==> src/rtl/clk_div_arbiter.sv <==
// Round-robin owner of the shared clock divider's COUNT input; the grantee is held
// off until the divider has run one full output period at the newly loaded value.
module clk_div_arbiter #(
   parameter int                     NUM_REQ     = 4,
   parameter int                     COUNT_WIDTH = 32,
   parameter logic [COUNT_WIDTH-1:0] RESET_COUNT = '0
) (
   input  logic                           i_clk,
   input  logic                           i_rst_n,
   input  logic [NUM_REQ-1:0]             i_req,
   input  logic [NUM_REQ*COUNT_WIDTH-1:0] i_count_req,
   output logic [NUM_REQ-1:0]             o_grant,
   output logic                           o_ready,
   output logic [COUNT_WIDTH-1:0]         o_count,
   output logic                           o_busy
);

   localparam int IDX_W = (NUM_REQ > 1) ? $clog2(NUM_REQ) : 1;
   localparam int SET_W = COUNT_WIDTH + 2;

   localparam logic [1:0] ST_IDLE   = 2'd0;
   localparam logic [1:0] ST_LOAD   = 2'd1;
   localparam logic [1:0] ST_SETTLE = 2'd2;
   localparam logic [1:0] ST_OWNED  = 2'd3;

   localparam logic [IDX_W-1:0] LAST_RESET = IDX_W'(NUM_REQ - 1);

   logic [1:0]             state_r;
   logic [IDX_W-1:0]       last_r;
   logic [IDX_W-1:0]       gnt_idx_r;
   logic [NUM_REQ-1:0]     grant_r;
   logic                   ready_r;
   logic                   busy_r;
   logic [COUNT_WIDTH-1:0] count_r;
   logic [COUNT_WIDTH-1:0] cnt_next_r;
   logic [SET_W-1:0]       settle_cnt_r;

   logic                   win_found_s;
   logic [IDX_W-1:0]       win_idx_s;
   logic [COUNT_WIDTH-1:0] win_count_s;
   logic                   grantee_req_s;
   logic [SET_W-1:0]       settle_load_s;
   logic [COUNT_WIDTH-1:0] count_arr_s [NUM_REQ];

   for (genvar g = 0; g < NUM_REQ; g++) begin : g_unpack
      assign count_arr_s[g] = i_count_req[g*COUNT_WIDTH +: COUNT_WIDTH];
   end

   // Round-robin search: first requester strictly after the last winner, with wrap.
   always_comb begin : arb_search
      int idx_s;
      win_found_s = 1'b0;
      win_idx_s   = '0;
      idx_s       = 0;
      for (int i = 1; i <= NUM_REQ; i++) begin
         idx_s = (int'(last_r) + i) % NUM_REQ;
         if (!win_found_s && i_req[IDX_W'(idx_s)]) begin
            win_found_s = 1'b1;
            win_idx_s   = IDX_W'(idx_s);
         end else begin
            win_found_s = win_found_s;
         end
      end
   end

   // Winner's divide value, the grantee's live request level and the settle reload.
   always_comb begin
      win_count_s   = count_arr_s[win_idx_s];
      grantee_req_s = i_req[gnt_idx_r];
      // 2*(cnt+1)-1 evaluated two bits wider so an all-ones count cannot wrap.
      settle_load_s = ((SET_W'(cnt_next_r) + SET_W'(1)) << 1) - SET_W'(1);
   end

   // Ownership FSM; every output is a register updated here.
   always_ff @(posedge i_clk or negedge i_rst_n) begin
      if (!i_rst_n) begin
         state_r      <= ST_IDLE;
         last_r       <= LAST_RESET;
         gnt_idx_r    <= '0;
         grant_r      <= '0;
         ready_r      <= 1'b0;
         busy_r       <= 1'b0;
         count_r      <= RESET_COUNT;
         cnt_next_r   <= RESET_COUNT;
         settle_cnt_r <= '0;
      end else begin
         case (state_r)
            ST_IDLE: begin
               if (win_found_s) begin
                  grant_r    <= NUM_REQ'(1) << win_idx_s;
                  gnt_idx_r  <= win_idx_s;
                  last_r     <= win_idx_s;
                  cnt_next_r <= win_count_s;
                  busy_r     <= 1'b1;
                  state_r    <= ST_LOAD;
               end else begin
                  state_r <= ST_IDLE;
               end
            end
            ST_LOAD: begin
               count_r <= cnt_next_r;
               if (cnt_next_r == count_r) begin
                  ready_r <= 1'b1;
                  state_r <= ST_OWNED;
               end else begin
                  settle_cnt_r <= settle_load_s;
                  state_r      <= ST_SETTLE;
               end
            end
            ST_SETTLE: begin
               // A release wins over a counter that happens to expire on the same edge.
               if (!grantee_req_s) begin
                  grant_r <= '0;
                  busy_r  <= 1'b0;
                  state_r <= ST_IDLE;
               end else if (settle_cnt_r == SET_W'(0)) begin
                  ready_r <= 1'b1;
                  state_r <= ST_OWNED;
               end else begin
                  settle_cnt_r <= settle_cnt_r - SET_W'(1);
               end
            end
            ST_OWNED: begin
               if (!grantee_req_s) begin
                  grant_r <= '0;
                  ready_r <= 1'b0;
                  busy_r  <= 1'b0;
                  state_r <= ST_IDLE;
               end else begin
                  state_r <= ST_OWNED;
               end
            end
            default: begin
               grant_r <= '0;
               ready_r <= 1'b0;
               busy_r  <= 1'b0;
               state_r <= ST_IDLE;
            end
         endcase
      end
   end

   assign o_grant = grant_r;
   assign o_ready = ready_r;
   assign o_count = count_r;
   assign o_busy  = busy_r;

endmodule

==> config.mk <==
export PLATFORM = sky130hd
export DESIGN_NAME = clk_div_arbiter
export DESIGN_NICKNAME = d
export VERILOG_FILES = /design/src/rtl/clk_div_arbiter.sv
export SDC_FILE = /design/constraint.sdc
export NUM_CORES = 1
export LEC_CHECK = 0
export BUFFER_PORTS_ARGS = -buffer_cell sky130_fd_sc_hd__buf_2
export CORE_MARGIN = 4
export CORE_UTILIZATION = 60
export DETAILED_ROUTE_END_ITERATION = 16
export PLACE_DENSITY = 0.86
export SLEW_MARGIN = 40
export SYNTH_ARGS = -nofsm -noshare
export SYNTH_HDL_FRONTEND = slang
export SYNTH_SLANG_ARGS = --single-unit
==> constraint.sdc <==
create_clock -name i_clk -period 5.15 [get_ports i_clk]
set_clock_uncertainty 0.1 [all_clocks]
set_input_delay 0.2575 -clock i_clk [delete_from_list [all_inputs] [get_ports i_clk]]
set_output_delay 0.2575 -clock i_clk [all_outputs]
set_load 0.02 [all_outputs]
==> metrics.md, run 1 <==
| Metric | Value |
|---|---|
| Register area share after synthesis | `0.334` |
| Fin Setup TNS | `0 ns` |
| Met3 Use GR | `0.0367` |
| Initial antenna violation count | `0` |
| CP Data Arrival Time | `3.71 ns` |
| First-pass GRT wire length | `36.6 mm` |
| Mapped cell area | `8240 um2` |
| Port bufs | `171` |
| Status | `complete, no violations` |
| Primary FF master, synth | `dfrtp_1` |
| Min-delay src | `i_count_req[43]` |
| Vias per std cell | `6.00` |
| Static leakage | `4.17 nW` |
| Vias in the first global route | `7,359` |
| Final Max Tran Viols | `0` |
| Routed WL per cell | `16.7 um` |
| Post-synth net total | `1,201` |
| Crit. End Element | `flop` |
| DR vias | `8,131` |
| Max cap viols | `0` |
| Yosys synthesis warning count | `0` |
| RSZ-0062 raised after global routing | `false` |
| Drt first-iter violations | `851` |
| Area Overhead vs Synth | `13.8%` |
| Count leader, synth | `nand2_1` |
| Die Wd | `125 um` |
| Synth top area share | `0.328` |
| ANT nets after route | `0` |
| CP max FO | `13` |
| Gr ovfl total | `0` |
| Critical Path RT | `5.29 ns` |
| Grt peak-use layer | `met2` |
| CTS tree | `built` |
| PD cells | `628 nW/um2` |
| Worst setup SP type | `flop` |
| Worst hold path class | `input port to flop` |
| # rows | `42` |
| Worst R2R Start | `cnt_next_r[3]` |
| Final setup vio count | `0` |
| CTS max path bufs | `2` |
| Largest net degree at the start of global routing | `76` |
| Crit share post-route | `0.693` |
| Worst reg2reg path depth | `8` |
| Final hold vios | `0` |
| Clk sinks | `110` |
| Core area | `13,300 um2` |
| Worst skew pair latency | `0.36 ns` |
| FMAX | `280 MHz` |
| Crit Path Class | `flop to flop` |
| Drt total wl | `22.6 mm` |
| CTS Buf Count | `9` |
| Post-Synthesis Cells | `1,064` |
| Post-synth EDFFs | `0` |
| RR Endpoint | `settle_cnt_r[26]` |
| Die area | `15,700 um2` |
| CTS Root Buffer Type | `clkbuf_16` |
| H-Tree Depth | `3` |
| Initial Util | `0.618` |
| PostCTS Resize Cnt | `0` |
| Detailed Place HPWL | `16.7 mm` |
| CTS clk-pin slew, worst paths | `0.08 ns` |
| Synth top area cells | `dfrtp_1 33%, nand2_1 12%, o21ai_0 7.0%, xor2_1 5.5%, mux2_2 4.8%` |
| Setup repair bufs after CTS | `0` |
| WHS Endpoint | `cnt_next_r[11]` |
| Flops & latches, synth | `110` |
| Fin crit period | `3.57 ns` |
| Synthesized area per cell | `7.75 um2` |
| IO Pins | `172` |
| Post-synth top cells | `261 x nand2_1, 115 x o21ai_0, 108 x dfrtp_1` |
| Share of layout cells above drive strength 1 | `0.228` |
| Synth async-reset ratio | `1.00` |
| VDD IR max | `253 uV` |
| Residual DRC | `0` |
| Drt pass-1 iters | `5` |
| Grt met1 use | `0.387` |
| Actual slew at the worst max-slew pin | `0.777 ns` |
| Post-synth top area cell | `dfrtp_1` |
| Overall routing resource usage | `0.280` |
| Yosys cell types | `72` |
| # hold bufs at CTS | `1` |
| Min setup slack post-route | `1.58 ns` |
| WHS Path Cells | `5` |
| FF-to-FF setup slack | `1.58 ns` |
| Final net count | `1,312` |
| Met2 GRT Util | `0.456` |
| Number of antenna diodes | `0` |
| Pre-CTS setup slack | `1.71 ns` |
| Rel. slew slack | `0.477` |
| Die Height | `125 um` |
| Core Util, Final | `0.703` |
| GPL Wtd Cong | `0.968` |
## critical path, cell delays in order, from the launching register on
cell and delay [ns]:
dfrtp_1 0.61, nand3_1 0.46, nor3_2 0.64, mux2i_1 0.33
o21a_1 0.30, nand4_1 0.34, nor3_2 0.22, xnor2_1 0.09
a221o_1 0.36
## power breakdown
| group | switching [mW] | internal (mW) | total [mW] |
|---|---|---|---|
| combinational | 1.90 | 1.29 | 3.18 |
| clock | 0.345 | 0.340 | 0.685 |
| sequential | 0.718 | 1.31 | 2.02 |
| total | 2.96 | 2.93 | 5.89 |
## metal layers
metal  part of all wire  routed length [um]
met5                  0                   0
met4              0.025                 574
met3              0.064                1450
met2               0.48               10800
met1               0.43                9800
## cells in the final DEF, fill, tap and decap left out, drive strengths merged, types with 10 or more instances in the layout
cell and instances:
nor4 34, xnor2 28, or3 11, nand2 261
inv 15, o21ai 117, a21oi 30, buf 182
nor3 29, nor2 47, nand3 67, xor2 52
nand4 17, mux2 35, dfrtp 108, mux2i 10
## metrics by stage
| step | total power, mW | instance area [um2] | hold WS [ns] | cells |
|---|---|---|---|---|
| floorplan | 4.32 | 8240 | -0.138 | 1064 |
| global placement | 5.04 | 9060 | 0.227 | 1338 |
| detailed placement | 5.14 | 9060 | 0.222 | 1338 |
| CTS | 5.85 | 9360 | 0.171 | 1355 |
| global route | 6.34 | 9380 | 0.211 | 1356 |
| finish | 5.89 | 9380 | 0.177 | 1356 |
## registers in the layout (all words and copies together), names as in the netlist, 2 cells and up
| name | flops |
|---|---|
| cnt_next_r | 32 |
| gnt_idx_r | 2 |
| last_r | 2 |
| o_count | 32 |
| o_grant | 4 |
| settle_cnt_r | 34 |
| state_r | 2 |
## how the worst max path moves through the flow
| stage | end | startpoint | cells after the start | slack, ns |
|---|---|---|---|---|
| detailed placement | settle_cnt_r[26] | cnt_next_r[3] | 8 | 1.71 |
| CTS | settle_cnt_r[26] | cnt_next_r[3] | 8 | 1.70 |
| global route | settle_cnt_r[28] | cnt_next_r[3] | 8 | 1.18 |
| finish | settle_cnt_r[26] | cnt_next_r[3] | 8 | 1.58 |
| floorplan | settle_cnt_r[30] | cnt_next_r[17] | 9 | 2.31 |
| global placement | settle_cnt_r[26] | cnt_next_r[3] | 8 | 1.78 |
## kinds of logic after synthesis
kind of cell               after synthesis  synth area share
muxes                                   46            0.0627
and+or+nand+nor                        508             0.299
xor gates and xnor gates                80            0.0850
buffers and inverters                   94            0.0507
AOI/OAI and AO/OA                      223             0.164
adders and majority gates                3           0.00455
DFF                                    110             0.334
## area by class of cell
| cell class | instances | area (um2) |
|---|---|---|
| Fill cell | 1092 | 3970 |
| Sequential cell | 110 | 2760 |
| Multi-Input combinational cell | 860 | 5110 |
| Clock inverter | 7 | 62.6 |
| Inverter | 11 | 41.3 |
| Tap cell | 176 | 220 |
| Timing Repair Buffer | 183 | 963 |
| Clock buffer | 9 | 225 |
Power figures use the tool's default switching activity.
==> run 2, diff against run 1 <==
Settings changed: CORE_UTILIZATION 60 to 51, PLACE_DENSITY 0.86 to 0.78.
Clock period 5.15 ns to 3.2 ns, I/O delays scaled along.
==> run 2 against run 1 <==
Sequential cell count unchanged. Sequential share of layout area decreased by 1.4 points. Global-route usage fell by 2.0 points. Critical path type unchanged. Critical endpoint is now settle_cnt_r[30].
==> metrics.md, run 2 (synthesized netlist as in run 1, its figures left out) <==
| Metric | Value |
|---|---|
| Bufs and invs on worst path | `1 (was 0)` |
| CTS max path bufs | `2 (unchanged)` |
| Gr ovfl total | `0 (unchanged)` |
| Drt total wl | `23.8 mm (was 22.6 mm)` |
| Number of antenna diodes | `0 (unchanged)` |
| Vias per std cell | `5.74 (was 6.00)` |
| Area Overhead vs Synth | `19.4% (was 13.8%)` |
| Hold WS | `0.0653 ns (was 0.177 ns)` |
| Kind of cell adding the most delay to the critical path | `simple AND/OR/NAND/NOR gates (unchanged)` |
| Crit. End Element | `flop (unchanged)` |
| Critical Path RT | `3.35 ns (was 5.29 ns)` |
| Max cap viols | `0 (unchanged)` |
| Area post-placement | `9460 um2 (was 9060 um2)` |
| Die area | `18,300 um2 (was 15,700 um2)` |
| CP max FO | `8 (was 13)` |
| Final Max Tran Viols | `0 (unchanged)` |
| Clk sinks | `110 (unchanged)` |
| Switch share | `0.490 (was 0.502)` |
| Most common cell after layout, fill and taps aside | `nand2_1 (unchanged)` |
| Worst path max stage delay | `0.55 ns (was 0.64 ns)` |
| CP Data Arrival Time | `3.19 ns (was 3.71 ns)` |
| ANT nets after route | `0 (unchanged)` |
| Worst hold path class | `input port to flop (unchanged)` |
| Final net count | `1,356 (was 1,312)` |
| Clk network pwr share | `0.122 (was 0.116)` |
| Detailed Place HPWL | `18.3 mm (was 16.7 mm)` |
| # rows | `46 (was 42)` |
| Rel. slew slack | `0.454 (was 0.477)` |
| VDD IR max | `402 uV (was 253 uV)` |
| First-pass GRT wire length | `38.5 mm (was 36.6 mm)` |
| Routed WL per cell | `16.5 um (was 16.7 um)` |
| Commonest non-fill, non-tap cells in the layout | `261 x nand2_1, 170 x buf_2, 115 x o21ai_0, 107 x dfrtp_1, 65 x nand3_1 (was 261 x nand2_1, 170 x buf_2, 115 x o21ai_0, 108 x dfrtp_1, 65 x nand3_1)` |
| Port bufs | `171 (unchanged)` |
| IO Pins | `172 (unchanged)` |
| Fin crit period | `3.04 ns (was 3.57 ns)` |
| Overall routing resource usage | `0.260 (was 0.280)` |
| Drt pass-1 iters | `6 (was 5)` |
| FMAX | `328 MHz (was 280 MHz)` |
| Largest net degree at the start of global routing | `81 (was 76)` |
| Initial antenna violation count | `0 (unchanged)` |
| Slowest cell on crit path | `dfrtp_1 (was nor3_2)` |
| Core area | `15,900 um2 (was 13,300 um2)` |
| PD cells | `1010 nW/um2 (was 628 nW/um2)` |
| Final hold vios | `0 (unchanged)` |
| Actual slew at the worst max-slew pin | `0.816 ns (was 0.777 ns)` |
| CTS Buf Count | `9 (unchanged)` |
| Max reg flops | `34 (unchanged)` |
| Fin Setup TNS | `0 ns (unchanged)` |
| Worst setup SP type | `flop (unchanged)` |
| Vias in the first global route | `7,599 (was 7,359)` |
| Biggest register | `settle_cnt_r (unchanged)` |
| Residual DRC | `0 (unchanged)` |
| Psw | `4.89 mW (was 2.96 mW)` |
| Die Wd | `135 um (was 125 um)` |
| Post-layout power | `9.96 mW (was 5.89 mW)` |
| Crit share post-route | `0.951 (was 0.693)` |
| Drt first-iter violations | `662 (was 851)` |
| Reg power frac | `0.306 (was 0.343)` |
| Fin area | `9840 um2 (was 9380 um2)` |
| Comb pwr share | `0.572 (was 0.540)` |
| CTS clk-pin slew, worst paths | `0.08 ns (about the same)` |
| Share of layout cells above drive strength 1 | `0.261 (was 0.228)` |
| Pint | `5.08 mW (was 2.93 mW)` |
| Status | `complete, no violations (unchanged)` |
| Initial Util | `0.519 (was 0.618)` |
| Die Height | `135 um (was 125 um)` |
| CTS tree | `built (unchanged)` |
| GPL Wtd Cong | `0.957 (was 0.968)` |
| Worst skew pair latency | `0.36 ns (about the same)` |
| DR vias | `8,265 (was 8,131)` |
| CTS Root Buffer Type | `clkbuf_16 (unchanged)` |
| Top cell by count, worst path | `nand4_1 (was nor3_2)` |
| Crit Path Class | `flop to flop (unchanged)` |
| H-Tree Depth | `3 (unchanged)` |
| Final setup vio count | `0 (unchanged)` |
| CP Cell Sequence | `nand4_1 -> nor4_2 -> buf_4 -> nand4_1 -> xor2_1 -> nand4_2 -> nor4b_4 -> mux2i_1 -> a311o_1 (was nand3_1 -> nor3_2 -> mux2i_1 -> o21a_1 -> nand4_1 -> nor3_2 -> xnor2_1 -> a221o_1)` |
| Static leakage | `4.42 nW (was 4.17 nW)` |
-- run 2: changes by cell type in the layout (fill, tap and decap cells not counted), sizes merged --
cell      delta
clkinv       +1
bufinv       +1
clkinvlp     -2
buf         +44
-- run 2: path summary, 6_finish.rpt --
check	start	endpoint	slack, ns	depth (start not counted)
max	cnt_next_r[17]	settle_cnt_r[30]	0.16	9
min reg2reg	o_grant[2]	o_grant[2]	0.39	2
max reg2reg	cnt_next_r[17]	settle_cnt_r[30]	0.16	9
min in group asynchronous	i_rst_n	settle_cnt_r[17]	0.18	2
max in group asynchronous	i_rst_n	last_r[1]	1.90	4
min	i_count_req[27]	cnt_next_r[27]	0.07	5
-- run 2: through the flow --
| step | setup slack (ns) | util | std cells |
|---|---|---|---|
| 2_1_floorplan | 0.363 | - | 1064 |
| 3_3_place_gp | 0.284 | 0.595 | 1420 |
| 3_5_place_dp | 0.171 | 0.595 | 1420 |
| 4_1_cts | 0.131 | 0.616 | 1437 |
| 5_1_grt | -0.0159 | 0.620 | 1440 |
| 6_report | 0.156 | 0.620 | 1440 |
-- run 2: area by class of cell --
cell class,instances,area (um2)
fillers,1414,6040
multi-input cells,860,5130
flip-flops and latches,110,2760
repair buffers,227,1320
well taps,216,270
clock buffers,9,225
clock inverters,7,97.6
inverters,11,41.3
-- run 2: timing repair --
action,in CTS,in global routing
resized for setup,0,7
setup endpoints to repair,0,8
buffers inserted,0,2
hold buffers,1,0
endpoints found under the hold margin,78,0
-- run 2: power groups by stage --
| stage | sequential (mW) | clock [mW] | combinational [mW] |
|---|---|---|---|
| 2_1_floorplan | 2.90 | 0 | 4.05 |
| 3_3_place_gp | 3.00 | 0 | 5.52 |
| 3_5_place_dp | 3.04 | 0 | 5.64 |
| 4_1_cts | 3.02 | 1.23 | 5.66 |
| 5_1_grt | 3.16 | 1.29 | 6.29 |
| 6_report | 3.05 | 1.21 | 5.70 |
-- run 2: routing by layer --
| layer | GRT usage | wire length, um | vias up |
|---|---|---|---|
| met5 | 0 | 0 | - |
| met4 | 0.115 | 932 | 0 |
| met3 | 0.0338 | 1410 | 60 |
| met2 | 0.415 | 11100 | 331 |
| met1 | 0.356 | 10300 | 3820 |
| li1 | - | - | 4054 |
-- run 2: tightest hold or removal path, cell delays in order --
cell	delay, ns
buf_2	0.07
nand2_1	0.04
nand2_1	0.04
o21ai_0	0.05
o21ai_0	0.13
==> run 3, diff against run 2 <==
Settings changed: SETUP_SLACK_MARGIN set to 0.4.
==> run 3 against run 2 <==
Count of clock-buffer cells in the layout rose by 1. Setup slack improved by 0.17 ns. Utilization rose by 3.3 points. Total power rose by 5.0%. First-iteration DRC count rose by 29%. Non-clock buffer count rose by 34. Critical endpoint is now settle_cnt_r[32].
==> metrics.md, run 3 (synthesized netlist as in run 1, its figures left out) <==
| Metric | Value |
|---|---|
| Status | `complete, no violations (unchanged)` |
| Pint | `5.33 mW (was 5.08 mW)` |
| Placed cell count | `1,422 (was 1,420)` |
| Largest net degree at the start of global routing | `62 (was 81)` |
| IO Pins | `172 (unchanged)` |
| GPL Wtd Cong | `0.951 (was 0.957)` |
| Fin crit period | `2.87 ns (was 3.04 ns)` |
| Final non-filler cell total | `1,475 (was 1,440)` |
| CP max FO | `8 (unchanged)` |
| ANT nets after route | `0 (unchanged)` |
| Top cell by count, worst path | `nand3_4 (was nand4_1)` |
| Worst path max stage delay | `0.45 ns (was 0.55 ns)` |
| Die area | `18,300 um2 (unchanged)` |
| H-Tree Depth | `3 (unchanged)` |
| Final setup vio count | `0 (unchanged)` |
| Port bufs | `171 (unchanged)` |
| CTS max path bufs | `2 (unchanged)` |
| CP Cell Sequence | `nand3_4 -> or3_4 -> o31a_4 -> nor4_4 -> buf_4 -> nand3_4 -> nor4_1 -> xnor2_1 -> o221ai_2 (was nand4_1 -> nor4_2 -> buf_4 -> nand4_1 -> xor2_1 -> nand4_2 -> nor4b_4 -> mux2i_1 -> a311o_1)` |
| Crit. End Element | `flop (unchanged)` |
| Static leakage | `4.68 nW (was 4.42 nW)` |
| Comb pwr share | `0.602 (was 0.572)` |
| Max cap viols | `0 (unchanged)` |
| VDD IR max | `410 uV (was 402 uV)` |
| Biggest register | `settle_cnt_r (unchanged)` |
| CTS Root Buffer Type | `clkbuf_16 (unchanged)` |
| Initial Util | `0.519 (unchanged)` |
| FMAX | `348 MHz (was 328 MHz)` |
| PD cells | `1010 nW/um2 (about the same)` |
| CTS tree | `built (unchanged)` |
| Final hold vios | `0 (unchanged)` |
| DR vias | `8,506 (was 8,265)` |
| Drt total wl | `25.1 mm (was 23.8 mm)` |
| Sequential Area | `2770 um2 (was 2760 um2)` |
| Number of antenna diodes | `0 (unchanged)` |
| Share of layout cells above drive strength 1 | `0.319 (was 0.261)` |
| First-pass GRT wire length | `39.0 mm (was 38.5 mm)` |
| Die Wd | `135 um (unchanged)` |
| Multi-input logic area | `5410 um2 (was 5130 um2)` |
| Commonest non-fill, non-tap cells in the layout | `259 x nand2_1, 170 x buf_2, 114 x o21ai_0, 93 x dfrtp_1, 82 x buf_4 (was 261 x nand2_1, 170 x buf_2, 115 x o21ai_0, 107 x dfrtp_1, 65 x nand3_1)` |
| Gr ovfl total | `0 (unchanged)` |
| CTS clk-pin slew, worst paths | `0.08 ns (about the same)` |
| Worst setup SP type | `flop (unchanged)` |
| Actual slew at the worst max-slew pin | `0.710 ns (was 0.816 ns)` |
| Vias per std cell | `5.77 (was 5.74)` |
| Post-layout power | `10.5 mW (was 9.96 mW)` |
| Fin area | `10,400 um2 (was 9840 um2)` |
| Psw | `5.12 mW (was 4.89 mW)` |
| Core area | `15,900 um2 (unchanged)` |
| Max reg flops | `34 (unchanged)` |
| # rows | `46 (unchanged)` |
| Drt first-iter violations | `851 (was 662)` |
| Most common cell after layout, fill and taps aside | `nand2_1 (unchanged)` |
| Overall routing resource usage | `0.263 (was 0.260)` |
| Drt pass-1 iters | `6 (unchanged)` |
| Worst hold path class | `input port to flop (unchanged)` |
| Final Max Tran Viols | `0 (unchanged)` |
| Slowest cell on crit path | `or3_4 (was dfrtp_1)` |
| Crit share post-route | `0.897 (was 0.951)` |
| Clk network pwr share | `0.106 (was 0.122)` |
| Critical Path RT | `3.33 ns (was 3.35 ns)` |
| Fin Setup TNS | `0 ns (unchanged)` |
| Kind of cell adding the most delay to the critical path | `simple AND/OR/NAND/NOR gates (unchanged)` |
| Bufs and invs on worst path | `1 (unchanged)` |
| Residual DRC | `0 (unchanged)` |
| Detailed Place HPWL | `18.3 mm (about the same)` |
| Fillers | `1,362 (was 1,414)` |
| Die Height | `135 um (unchanged)` |
| Area post-placement | `9490 um2 (was 9460 um2)` |
| Area Overhead vs Synth | `25.8% (was 19.4%)` |
| Switch share | `0.490 (about the same)` |
| Final net count | `1,391 (was 1,356)` |
| CP Data Arrival Time | `3.00 ns (was 3.19 ns)` |
| Reg power frac | `0.293 (was 0.306)` |
| Rel. slew slack | `0.527 (was 0.454)` |
| Vias in the first global route | `7,725 (was 7,599)` |
| CTS Buf Count | `9 (unchanged)` |
| Routed WL per cell | `17.0 um (was 16.5 um)` |
| Crit Path Class | `flop to flop (unchanged)` |
| Initial antenna violation count | `0 (unchanged)` |
| Clk sinks | `110 (unchanged)` |
| RSZ-0062 raised after global routing | `true` |
| Worst skew pair latency | `0.36 ns (about the same)` |
==> run 3: power by group through the flow <==
stage                     registers, mW  clock network, mW  logic [mW]
final                              3.06               1.11        6.29
after global routing               3.17               1.19        6.88
after CTS                          3.03               1.12        5.81
after detailed placement           3.05                  0        5.66
after global placement             3.01                  0        5.55
after floorplan                    2.91                  0        4.06
==> run 3: repair_timing <==
action | in CTS | in global routing
pin swaps | 9 | 19
setup endpoints to repair | 14 | 20
cloned | 1 | 0
resized for setup | 25 | 51
hold buffers | 1 | 0
hold endpoints to repair | 50 | 0
buffers inserted | 9 | 26
==> run 3: through the flow <==
| step | setup slack, ns | util | hold WS (ns) |
|---|---|---|---|
| after floorplan | 0.442 | - | -0.236 |
| after global placement | 0.260 | 0.597 | 0.141 |
| after detailed placement | 0.182 | 0.598 | 0.145 |
| after CTS | 0.402 | 0.627 | 0.0684 |
| after global routing | 0.153 | 0.653 | 0.112 |
| final | 0.330 | 0.653 | 0.0678 |
==> run 3: final cells by class <==
type / count / share of cell area
Clock inverter: 6 / 0.00495
Timing Repair Buffer: 261 / 0.153
Inverter: 11 / 0.00398
Sequential cell: 110 / 0.267
Clock buffer: 10 / 0.0230
Multi-Input combinational cell: 861 / 0.521
Tap cell: 216 / 0.0261
==> run 3: routing by layer <==
layer,vias to the layer above,global-route usage,part of all wire
met1,3940,0.359,0.42
met5,-,0,0
met3,57,0.0383,0.065
met2,378,0.423,0.48
met4,0,0.106,0.036
li1,4131,-,-
==> run 3: final timing paths <==
kind / startpoint / endpoint / slack, ns / cells past startpoint
worst max register to register: cnt_next_r[7] / settle_cnt_r[32] / 0.33 / 9
max in group asynchronous: i_rst_n / cnt_next_r[23] / 1.95 / 3
worst max-delay path: cnt_next_r[7] / settle_cnt_r[32] / 0.33 / 9
worst min register to register: o_grant[0] / o_grant[0] / 0.38 / 2
min in group asynchronous: i_rst_n / settle_cnt_r[3] / 0.28 / 2
worst min-delay path: i_count_req[55] / cnt_next_r[23] / 0.07 / 5
==> run 3: worst reg2reg max path, delay by kind of cell (launching register included) <==
kind | cells | cell delay [ns]
simple gates | 5 | 1.40
flops | 1 | 0.44
compound gates | 2 | 0.43
xor+xnor | 1 | 0.21
buf+inv | 1 | 0.18
